$ cat config.mk
export PLATFORM = sky130hd
export DESIGN_NAME = seg_scan_driver
export DESIGN_NICKNAME = d
export VERILOG_FILES = /design/src/rtl/seg_scan_driver.sv
export SDC_FILE = /design/constraint.sdc
export NUM_CORES = 1
export LEC_CHECK = 0
export BUFFER_PORTS_ARGS = -buffer_cell sky130_fd_sc_hd__clkbuf_2
export CAP_MARGIN = 20
export CORE_MARGIN = 2
export CORE_UTILIZATION = 60
export DETAILED_ROUTE_END_ITERATION = 8
export PLACE_DENSITY = 0.84
export SKIP_CTS_REPAIR_TIMING = 1
export SYNTH_ARGS = -nofsm -noshare
export SYNTH_HDL_FRONTEND = slang
export SYNTH_SLANG_ARGS = --single-unit
$ cat constraint.sdc
create_clock -name clk -period 3.95 [get_ports clk]
set_input_delay 0.9875 -clock clk [delete_from_list [all_inputs] [get_ports clk]]
set_output_delay 0.9875 -clock clk [all_outputs]
set_load 0.02 [all_outputs]
$ cat src/rtl/seg_scan_driver.sv
// seg_scan_driver: time-multiplexed 7-segment scanner with shadow
// registers, leading-zero blanking and selectable output polarity.
module seg_scan_driver #(
  parameter int NUM_DIGITS  = 4,
  parameter int REFRESH_DIV = 100000,
  parameter bit ACTIVE_LOW  = 1'b1,
  parameter bit LZ_BLANK    = 1'b1,
  localparam int IW = (NUM_DIGITS > 1) ? $clog2(NUM_DIGITS) : 1,
  localparam int PW = $clog2(REFRESH_DIV)
) (
  input  logic                    clk,
  input  logic                    rst,
  input  logic [4*NUM_DIGITS-1:0] value,
  input  logic [NUM_DIGITS-1:0]   dp_in,
  input  logic                    load,
  input  logic                    blank,
  output logic [6:0]              seg,
  output logic                    dp,
  output logic [NUM_DIGITS-1:0]   an,
  output logic [IW-1:0]           digit_idx
);

  logic [PW-1:0]           presc_q, presc_d;
  logic [IW-1:0]           idx_q, idx_d;
  logic [4*NUM_DIGITS-1:0] sval_q, sval_d;
  logic [NUM_DIGITS-1:0]   sdp_q, sdp_d;
  logic [6:0]              seg_q, seg_d;
  logic                    dp_q, dp_d;
  logic [NUM_DIGITS-1:0]   an_q, an_d;
  logic [IW-1:0]           didx_q, didx_d;

  logic                    wrap;
  logic                    allz;
  logic [NUM_DIGITS-1:0]   lz_mask;
  logic [3:0]              nib;

  function automatic logic [6:0] font(input logic [3:0] n);
    logic [6:0] g;
    unique case (n)
      4'h0: g = 7'b1111110;
      4'h1: g = 7'b0110000;
      4'h2: g = 7'b1101101;
      4'h3: g = 7'b1111001;
      4'h4: g = 7'b0110011;
      4'h5: g = 7'b1011011;
      4'h6: g = 7'b1011111;
      4'h7: g = 7'b1110000;
      4'h8: g = 7'b1111111;
      4'h9: g = 7'b1111011;
      4'hA: g = 7'b1110111;
      4'hB: g = 7'b0011111;
      4'hC: g = 7'b1001110;
      4'hD: g = 7'b0111101;
      4'hE: g = 7'b1001111;
      4'hF: g = 7'b1000111;
    endcase
    return g;
  endfunction

  always_comb begin
    presc_d = presc_q + 1'b1;
    idx_d   = idx_q;
    sval_d  = sval_q;
    sdp_d   = sdp_q;
    wrap    = (presc_q == PW'(REFRESH_DIV - 1));
    if (wrap) begin
      presc_d = '0;
      idx_d   = (idx_q == IW'(NUM_DIGITS - 1)) ? '0 : idx_q + 1'b1;
    end
    if (load) begin
      sval_d = value;
      sdp_d  = dp_in;
    end
  end

  // a digit is leading-zero blank when it and everything above it is zero
  always_comb begin
    allz    = 1'b1;
    lz_mask = '0;
    for (int i = NUM_DIGITS - 1; i >= 0; i--) begin
      allz       = allz & (sval_q[4*i +: 4] == 4'd0);
      lz_mask[i] = allz & (i != 0) & LZ_BLANK;
    end
  end

  always_comb begin
    nib    = sval_q[{idx_q, 2'b00} +: 4];
    seg_d  = font(nib);
    dp_d   = sdp_q[idx_q];
    an_d   = '0;
    didx_d = idx_q;
    an_d[idx_q] = 1'b1;
    if (lz_mask[idx_q]) seg_d = '0;
    if (blank) begin
      seg_d = '0;
      dp_d  = 1'b0;
      an_d  = '0;
    end
  end

  // output registers hold the final pin polarity
  always_ff @(posedge clk) begin
    if (rst) begin
      presc_q <= '0;
      idx_q   <= '0;
      sval_q  <= '0;
      sdp_q   <= '0;
      seg_q   <= {7{ACTIVE_LOW}};
      dp_q    <= ACTIVE_LOW;
      an_q    <= {NUM_DIGITS{ACTIVE_LOW}};
      didx_q  <= '0;
    end else begin
      presc_q <= presc_d;
      idx_q   <= idx_d;
      sval_q  <= sval_d;
      sdp_q   <= sdp_d;
      seg_q   <= seg_d ^ {7{ACTIVE_LOW}};
      dp_q    <= dp_d ^ ACTIVE_LOW;
      an_q    <= an_d ^ {NUM_DIGITS{ACTIVE_LOW}};
      didx_q  <= didx_d;
    end
  end

  assign seg       = seg_q;
  assign dp        = dp_q;
  assign an        = an_q;
  assign digit_idx = didx_q;

endmodule

==> results of run 1 <==
-- synthesized netlist by cell type, types with 6 or more instances --
master,n
dfxtp_1,53
nor2_1,44
mux2i_1,25
nand2_1,16
xor2_1,12
ha_1,11
nand3_1,8
inv_1,6
mux4_2,6
nand4_1,6
-- metal layers --
| metal | global-route usage | vias to the layer above | share of wire |
|---|---|---|---|
| met5 | 0 | - | 0 |
| met4 | 0.1000 | 0 | 0.015 |
| met3 | 0.04870 | 7 | 0.060 |
| met2 | 0.3053 | 54 | 0.44 |
| met1 | 0.2967 | 833 | 0.48 |
| li1 | - | 940 | - |
-- worst paths after layout --
| check | start | endpoint | slack, ps |
|---|---|---|---|
| worst max register to register | didx_d[0] | seg[6] | 1590 |
| worst min register to register | presc_q[0] | presc_q[0] | 470 |
| worst max-delay path | didx_d[0] | seg[6] | 1590 |
| worst min-delay path | presc_q[0] | presc_q[0] | 470 |
-- critical path, stage by stage, from the launching register on --
cell,delay (ps)
dfxtp_1,800
mux4_2,650
inv_1,180
ha_1,220
or3_1,130
a21oi_1,60
o31ai_1,220
-- stage by stage --
stage	util	area (um2)	instances	hold slack, ps
floorplan	-	2501	251	429.6
global placement	0.6678	2671	325	442.8
detailed placement	0.6678	2671	325	454.3
CTS	0.6932	2773	333	474.5
global route	0.6932	2773	333	488.1
finish	0.6932	2773	333	467.4
-- flip-flops by register name, indices dropped and copies added (netlist names) --
register	count
sdp_q	4
presc_q	17
sval_q	16
an	4
digit_idx	2
didx_d	2
seg	7
dp	1
-- logic make-up (layout without fill, tap and decap cells) --
logic type               count (synthesis)  count (layout)
XOR/XNOR                                17              17
AO/OA/AOI/OAI                           16              16
flip-flops                              53              53
AND/OR/NAND/NOR                        100             100
multiplexers                            35              35
adder cells (fa/ha/maj)                 11              11
buffers and inverters                   19              51
-- power by group --
part / switching, uW / total [uW] / internal [uW]
Combinational: 56.0 / 104 / 48.1
Sequential: 16.2 / 571 / 554
Clock: 163 / 322 / 159
-- area by class of cell --
class | count | area share
Timing Repair Buffer | 37 | 0.06679
Tap cell | 50 | 0.02256
Multi-Input combinational cell | 179 | 0.4833
Sequential cell | 53 | 0.3827
Clock inverter | 1 | 0.001805
Clock buffer | 7 | 0.03475
Inverter | 6 | 0.008123
-- cell usage in the layout, fill, tap and decap left out, types with 3 or more instances in the layout --
cell type,instances
a21oi_1,5
and4_1,3
clkbuf_2,37
clkbuf_8,7
dfxtp_1,53
ha_1,11
inv_1,6
mux2i_1,25
mux4_2,6
nand2_1,16
nand3_1,8
nand4_1,6
nor2_1,44
nor4_1,4
o21ai_0,5
or3_1,5
xnor2_1,5
xor2_1,12
==> impl_metrics.tcl, run 1 <==
set metrics [dict create \
    die_h_um 68.57 \
    worstMarginPinSlew_ps 733.3 \
    synth_nets 286 \
    synthMuxAreaShare 0.1796 \
    status "finished, final reports clean" \
    arrival_ps 2580 \
    final_layout_size_suffix_gt1_frac 0.2085 \
    rr_worst_depth 6 \
    cts_root_buf "clkbuf_8" \
    synth_top_cell_by_area "dfxtp_1" \
    rows 23 \
    synth-edff-count 0 \
    fin_total_pwr_uw 996.2 \
    core-area_mm2 0.004000 \
    ir_worst_vdd_uv 237.3 \
    synth_xor_area_frac 0.05953 \
    setup.worst_path.end_class "flip-flop" \
    gp_congestion 0.7858 \
    final_nets 317 \
    cts.clk_slew.worst_paths_ps 80 \
    ff_latch_area_mm2 0.001061 \
    overflow 0 \
    start_util 0.6253 \
    setup-violations-final 0 \
    fill_cells 322 \
    synthArstFlopShare 0 \
    relSlewSlack 0.5105 \
    area_growth_pct 10.86 \
    crit_path_max_fanout 16 \
    final_hold_viol_count 0 \
    fin_crit_sh 0.5975 \
    syn_area_mm2 0.002501 \
    synth.distinct_cells 37 \
    clk_latency_ps 300 \
    grt_pass1_wl_um 7334 \
    required_ps 4170 \
    max_freq_mhz 423.7 \
    syn_avg_cell_area_um2 9.965 \
    die_area_mm2 0.004701 \
    slew_viol_final 0 \
    yosysSeqAreaShare 0.4242 \
    synth-seq-cells 53 \
    grt_max_degree 27 \
    cts_sinks 53 \
    p_per_area_mw_per_mm2 359.3 \
    synth_top_area_frac 0.4242 \
    setup_ws_ps 1590 \
    critPathLaunchType "flip-flop" \
    io_pins 38 \
    cellLeakagePower_uw 0.001151 \
    synth-main-ff-cell "dfxtp_1" \
    antenna_found_initial 0 \
    synth_top_family_by_area "simple AND/OR/NAND/NOR gates" \
    grt_pass1_vias 1600 \
    htree_num_levels 2 \
    min_path_cells 1 \
    drt_iter0_drc 117 \
    postSynthCellCount 251 \
    synth_compound_area_frac 0.04202 \
    hp-class "reg -> reg" \
    fin_setup_tns_ps 0 \
    via_per_inst 5.508 \
    synthAdderAreaFrac 0.05503 \
    dp_hpwl_um 3216 \
    n_antenna_cell 0 \
    drv_cap 0 \
    numCtsBuffers 5 \
    synth_area_leaders "dfxtp_1, mux2i_1, nor2_1" \
    multi_input_area_mm2 0.001340 \
    cts_tree "built" \
    yosys_warnings 0 \
    rsz0062_at_grt "no" \
    dp_slack_ps 1519 \
    wl_per_cell_um 13.60 \
    min_period_ps 2360 \
    track_usage 0.2109 \
    clock-skew-final_ps 5.728 \
    ant_nets 0 \
    vias 1834 \
    clk_path_buf_depth 2 \
    dr.pass1.iters 5 \
    drc_errors 0 \
    io_buffers 37 \
    die_w_um 68.57 \
    yosys.area_share.simple 0.1996 \
    routed_wl_um 4529 \
    crit_type "reg -> reg" \
]
Note: power is estimated with default switching activity, not from simulation.
==> run 2: changes to the inputs <==
CORE_UTILIZATION = 51   (was 60)
PLACE_DENSITY = 0.76   (was 0.84)
clock period = 2.15 ns   (was 3.95 ns; I/O delays follow)
==> run 2 against run 1 <==
Effect of this change:
- final cell count grew 6.9%
- count of clock-buffer cells in the layout shrank 1
- cell area grew 1.7%
- clock skew grew 4.6 ps
- wire length grew 3.5%
- clock power grew 68%
- sequential cell count is the same
- critical endpoint is now seg[1]
- largest cell class unchanged
==> impl_metrics.tcl, run 2 (synthesis gave the netlist of run 1 again) <==
set metrics [dict create \
    io_pins 38 \
    ir_worst_vdd_uv 440.8 \
    path_cells "buf_4, mux4_2, and2_1, o21ai_0, nand3_1" \
    rows 25 \
    die_area_mm2 0.005480 \
    crit_type "reg -> reg" \
    regToRegStartpoint "didx_d[0]" \
    fin_crit_sh 0.8866 \
    largest_reg_flops 17 \
    overflow 0 \
    critPathLaunchType "flip-flop" \
    die_h_um 74.03 \
    grt_max_degree 26 \
    numCtsBuffers 5 \
    setup_ws_ps 243.8 \
    cts_root_buf "clkbuf_8" \
    core-area_mm2 0.004723 \
    max_freq_mhz 524.6 \
    vias 1853 \
    grt_pass1_vias 1633 \
    io_buffers 37 \
    antenna_found_initial 0 \
    cp.depth 5 \
    whs_ps 462.4 \
    rr_worst_depth 5 \
    start_util 0.5295 \
    p_per_area_mw_per_mm2 633.2 \
    startpoint "didx_d[0]" \
    r2r_end "seg[1]" \
    status "finished, final reports clean" \
    routed_wl_um 4689 \
    crit_path_end "seg[1]" \
    rsz0062_at_grt "no" \
    htree_num_levels 2 \
    top_register "presc_q" \
    fill_cells 398 \
    via_per_inst 5.205 \
    critPathBufInv 1 \
    final_common_cell "dfxtp_1" \
    gp_congestion 0.8957 \
    fin_setup_tns_ps 0 \
    track_usage 0.1816 \
    cts_sinks 53 \
    n_antenna_cell 0 \
    reg2reg_slack_ps 240 \
    worstMarginPinSlew_ps 643.0 \
    drc_errors 0 \
    crit_path_max_fanout 14 \
    cpMaxStageDelayCell "mux4_2" \
    die_w_um 74.03 \
    cts.clk_slew.worst_paths_ps 90 \
    arrival_ps 2090 \
    relSlewSlack 0.5713 \
    setup.worst_path.end_class "flip-flop" \
    final_nets 323 \
    slew_viol_final 0 \
    grt_pass1_wl_um 7610 \
    drv_cap 0 \
    cellLeakagePower_uw 0.001172 \
    setup-violations-final 0 \
    dp_slack_ps 250.7 \
    required_ps 2330 \
    crit_family "multiplexers" \
    wl_per_cell_um 13.17 \
    drt_iter0_drc 182 \
    clock-skew-final_ps 10.38 \
    hp-class "in -> reg" \
    area_growth_pct 12.76 \
    max_stage_delay_ps 660 \
    cts_tree "built" \
    final_layout_size_suffix_gt1_frac 0.2215 \
    clk_latency_ps 310 \
    min_period_ps 1906 \
    final_cell_mix "dfxtp_1, nor2_1, clkbuf_2" \
    dr.pass1.iters 4 \
    clk_path_buf_depth 2 \
    dp_hpwl_um 3421 \
    final_hold_viol_count 0 \
    ant_nets 0 \
]
run 2: power by group:
part | internal, uW | switching (uW) | total (uW)
Combinational | 92.1 | 103 | 195
Sequential | 1020 | 31.6 | 1050
Clock | 226 | 314 | 541
Total | 1340 | 449 | 1790
run 2: worst min-delay path by stage:
stage / startpoint / end / slack [ps] / cells past startpoint
after floorplan: presc_q[0] / presc_q[0] / 430 / 1
after global placement: presc_q[0] / presc_q[0] / 450 / 1
after detailed placement: presc_q[0] / presc_q[0] / 460 / 1
after CTS: value[5] / sval_q[5] / 460 / 3
after global routing: dp_in[1] / sdp_q[1] / 460 / 3
final: value[5] / sval_q[5] / 460 / 3
run 2: cell type report:
cell class	instances	area (um2)	area share
multi-input cells	179	1340	0.4752
flip-flops and latches	53	1061	0.3762
repair buffers	43	230.2	0.08163
well taps	67	83.83	0.02972
clock buffers	6	72.57	0.02573
inverters	6	22.52	0.007986
clock inverters	2	10.01	0.003549
run 2: stage by stage:
stage | instance area [um2] | cells | power (uW) | util
floorplan | 2501 | 251 | 1206 | -
global placement | 2738 | 348 | 1262 | 0.5796
detailed placement | 2738 | 348 | 1267 | 0.5796
CTS | 2820 | 356 | 1798 | 0.5971
global route | 2820 | 356 | 1857 | 0.5971
finish | 2820 | 356 | 1786 | 0.5971
run 2: worst min-delay path: cells and delay by family:
family / cells / cell delay, ps
muxes: 1 / 50
buffers and inverters: 1 / 70
and+or+nand+nor: 1 / 70
run 2: layer usage:
layer	vias to the layer above	part of all wire	track usage	wire length (um)
met5	-	0	0	0
met2	44	0.44	0.2758	2044
met3	7	0.051	0.04065	238
li1	949	-	-	-
met4	0	0.019	0.07879	88
met1	853	0.49	0.2496	2319
==> run 3: changes to the inputs <==
CTS_CLUSTER_SIZE = 24   (was not set)
REMOVE_ABC_BUFFERS = 1   (was not set)
clock period = 1.6 ns   (was 2.15 ns; I/O delays follow)
==> run 3 against run 2 <==
Effect of this change:
- critical path type unchanged
- non-clock buffer count rose by 33
- core utilization up 8.2 points
- critical path depth unchanged
- the run now ends with setup timing left
- combinational power increased by 84%
- sequential power grew 33%
- clock power grew 73%
- count of clock-buffer cells in the layout is 1 higher
- sequential cell count unchanged
==> impl_metrics.tcl, run 3 (synthesis gave the netlist of run 1 again) <==
set metrics [dict create \
    routed_wl_um 5534 \
    clk_latency_ps 300 \
    crit_path_max_fanout 6 \
    rsz0062_at_grt "yes" \
    setup-violations-final 7 \
    gp_congestion 0.9236 \
    violations "setup timing" \
    drv_cap 0 \
    dpl_cell_area_mm2 0.002980 \
    p_switching_uw 636.5 \
    htree_num_levels 2 \
    utilization 0.6787 \
    final_cell_mix "dfxtp_1, nor2_1, clkbuf_2" \
    final_common_cell "dfxtp_1" \
    worstMarginPinSlew_ps 382.2 \
    n_antenna_cell 0 \
    relSlewSlack 0.7428 \
    clk_path_buf_depth 2 \
    p_sw_frac 0.2362 \
    min_path_cells 3 \
    final_layout_size_suffix_gt1_frac 0.3416 \
    cts_tree "built" \
    cellLeakagePower_uw 0.001369 \
    cts_sinks 53 \
    ant_nets 0 \
    die_h_um 74.03 \
    rr_worst_depth 5 \
    vias 2006 \
    cts.clk_slew.worst_paths_ps 90 \
    io_pins 38 \
    final_hold_viol_count 0 \
    p_comb_frac 0.133 \
    dp_hpwl_um 3819 \
    grt_pass1_wl_um 8714 \
    arrival_ps 1970 \
    p_per_area_mw_per_mm2 840.8 \
    slew_viol_final 0 \
    setup.worst_path.end_class "flip-flop" \
    grt_pass1_vias 1859 \
    wl_per_cell_um 14.23 \
    critPathLaunchType "flip-flop" \
    drc_errors 0 \
    top_register "presc_q" \
    power_frac_seq 0.520 \
    start_util 0.5295 \
    grt_max_degree 25 \
    io_buffers 37 \
    clock-skew-final_ps 3.737 \
    required_ps 1780 \
    final_nets 356 \
    min_period_ps 1792 \
    die_area_mm2 0.005480 \
    p_int_uw 2059 \
    drt_iter0_drc 110 \
    design_area_mm2 0.003206 \
    place_inst 377 \
    overflow 0 \
    pwr-share-clk 0.347 \
    cts_root_buf "clkbuf_8" \
    largest_reg_flops 17 \
    via_per_inst 5.157 \
    setup_ws_ps -191.6 \
    final-instance-count-excl-fill 389 \
    antenna_found_initial 0 \
    fin_crit_sh 1.120 \
    track_usage 0.2082 \
    dr.pass1.iters 4 \
    dp_slack_ps -210.3 \
    hp-class "in -> reg" \
    rows 25 \
    core-area_mm2 0.004723 \
    max_freq_mhz 558.2 \
    area_growth_pct 28.16 \
    numCtsBuffers 5 \
    ir_worst_vdd_uv 444.0 \
    whs_ps 324.0 \
    die_w_um 74.03 \
    crit_type "reg -> reg" \
    status "complete, but fails checks" \
]
-- run 3: cell count changes in the layout (fill, tap and decap cells not counted), sizes merged --
cell	delta
clkbuf	+1
buf	+33
bufinv	+1
clkinv	-2
-- run 3: worst paths after layout --
| check | slack, ps | endpoint | startpoint |
|---|---|---|---|
| max reg2reg | -190 | seg[6] | didx_d[0] |
| min reg2reg | 490 | presc_q[16] | presc_q[16] |
| max | -190 | seg[6] | didx_d[0] |
| min | 320 | sval_q[11] | value[11] |
-- run 3: final cells by class --
cell class	count	area [um2]
clock inverters	1	30.03
well taps	67	83.83
inverters	6	27.53
multi-input cells	179	1396
repair buffers	76	514.2
fillers	372	1518
flip-flops and latches	53	1067
clock buffers	7	86.33
-- run 3: worst max-delay path: stages, from the launching register on --
cell,delay (ps)
dfxtp_4,380
mux4_2,610
ha_4,220
nand3b_1,200
a21oi_2,180
o31ai_1,70
-- run 3: through the flow --
stage,TNS [ps],total power (uW)
finish,-777.5,2695
global route,-1218,2819
CTS,-1234,2683
detailed placement,-1046,1755
global placement,-674.4,1745
floorplan,-2939,1596
-- run 3: metal layers --
metal	vias to the layer above	track usage	share of wire
met5	-	0	0
met4	0	0.06061	0.012
met3	6	0.04472	0.045
met2	55	0.3155	0.46
met1	928	0.3006	0.48
li1	1017	-	-
-- run 3: power by group through the flow --
stage | sequential (uW) | combinational [uW] | clock (uW)
CTS | 1400 | 326 | 955
detailed placement | 1430 | 323 | 0
global route | 1410 | 394 | 1020
global placement | 1430 | 314 | 0
floorplan | 1440 | 151 | 0
finish | 1400 | 359 | 935
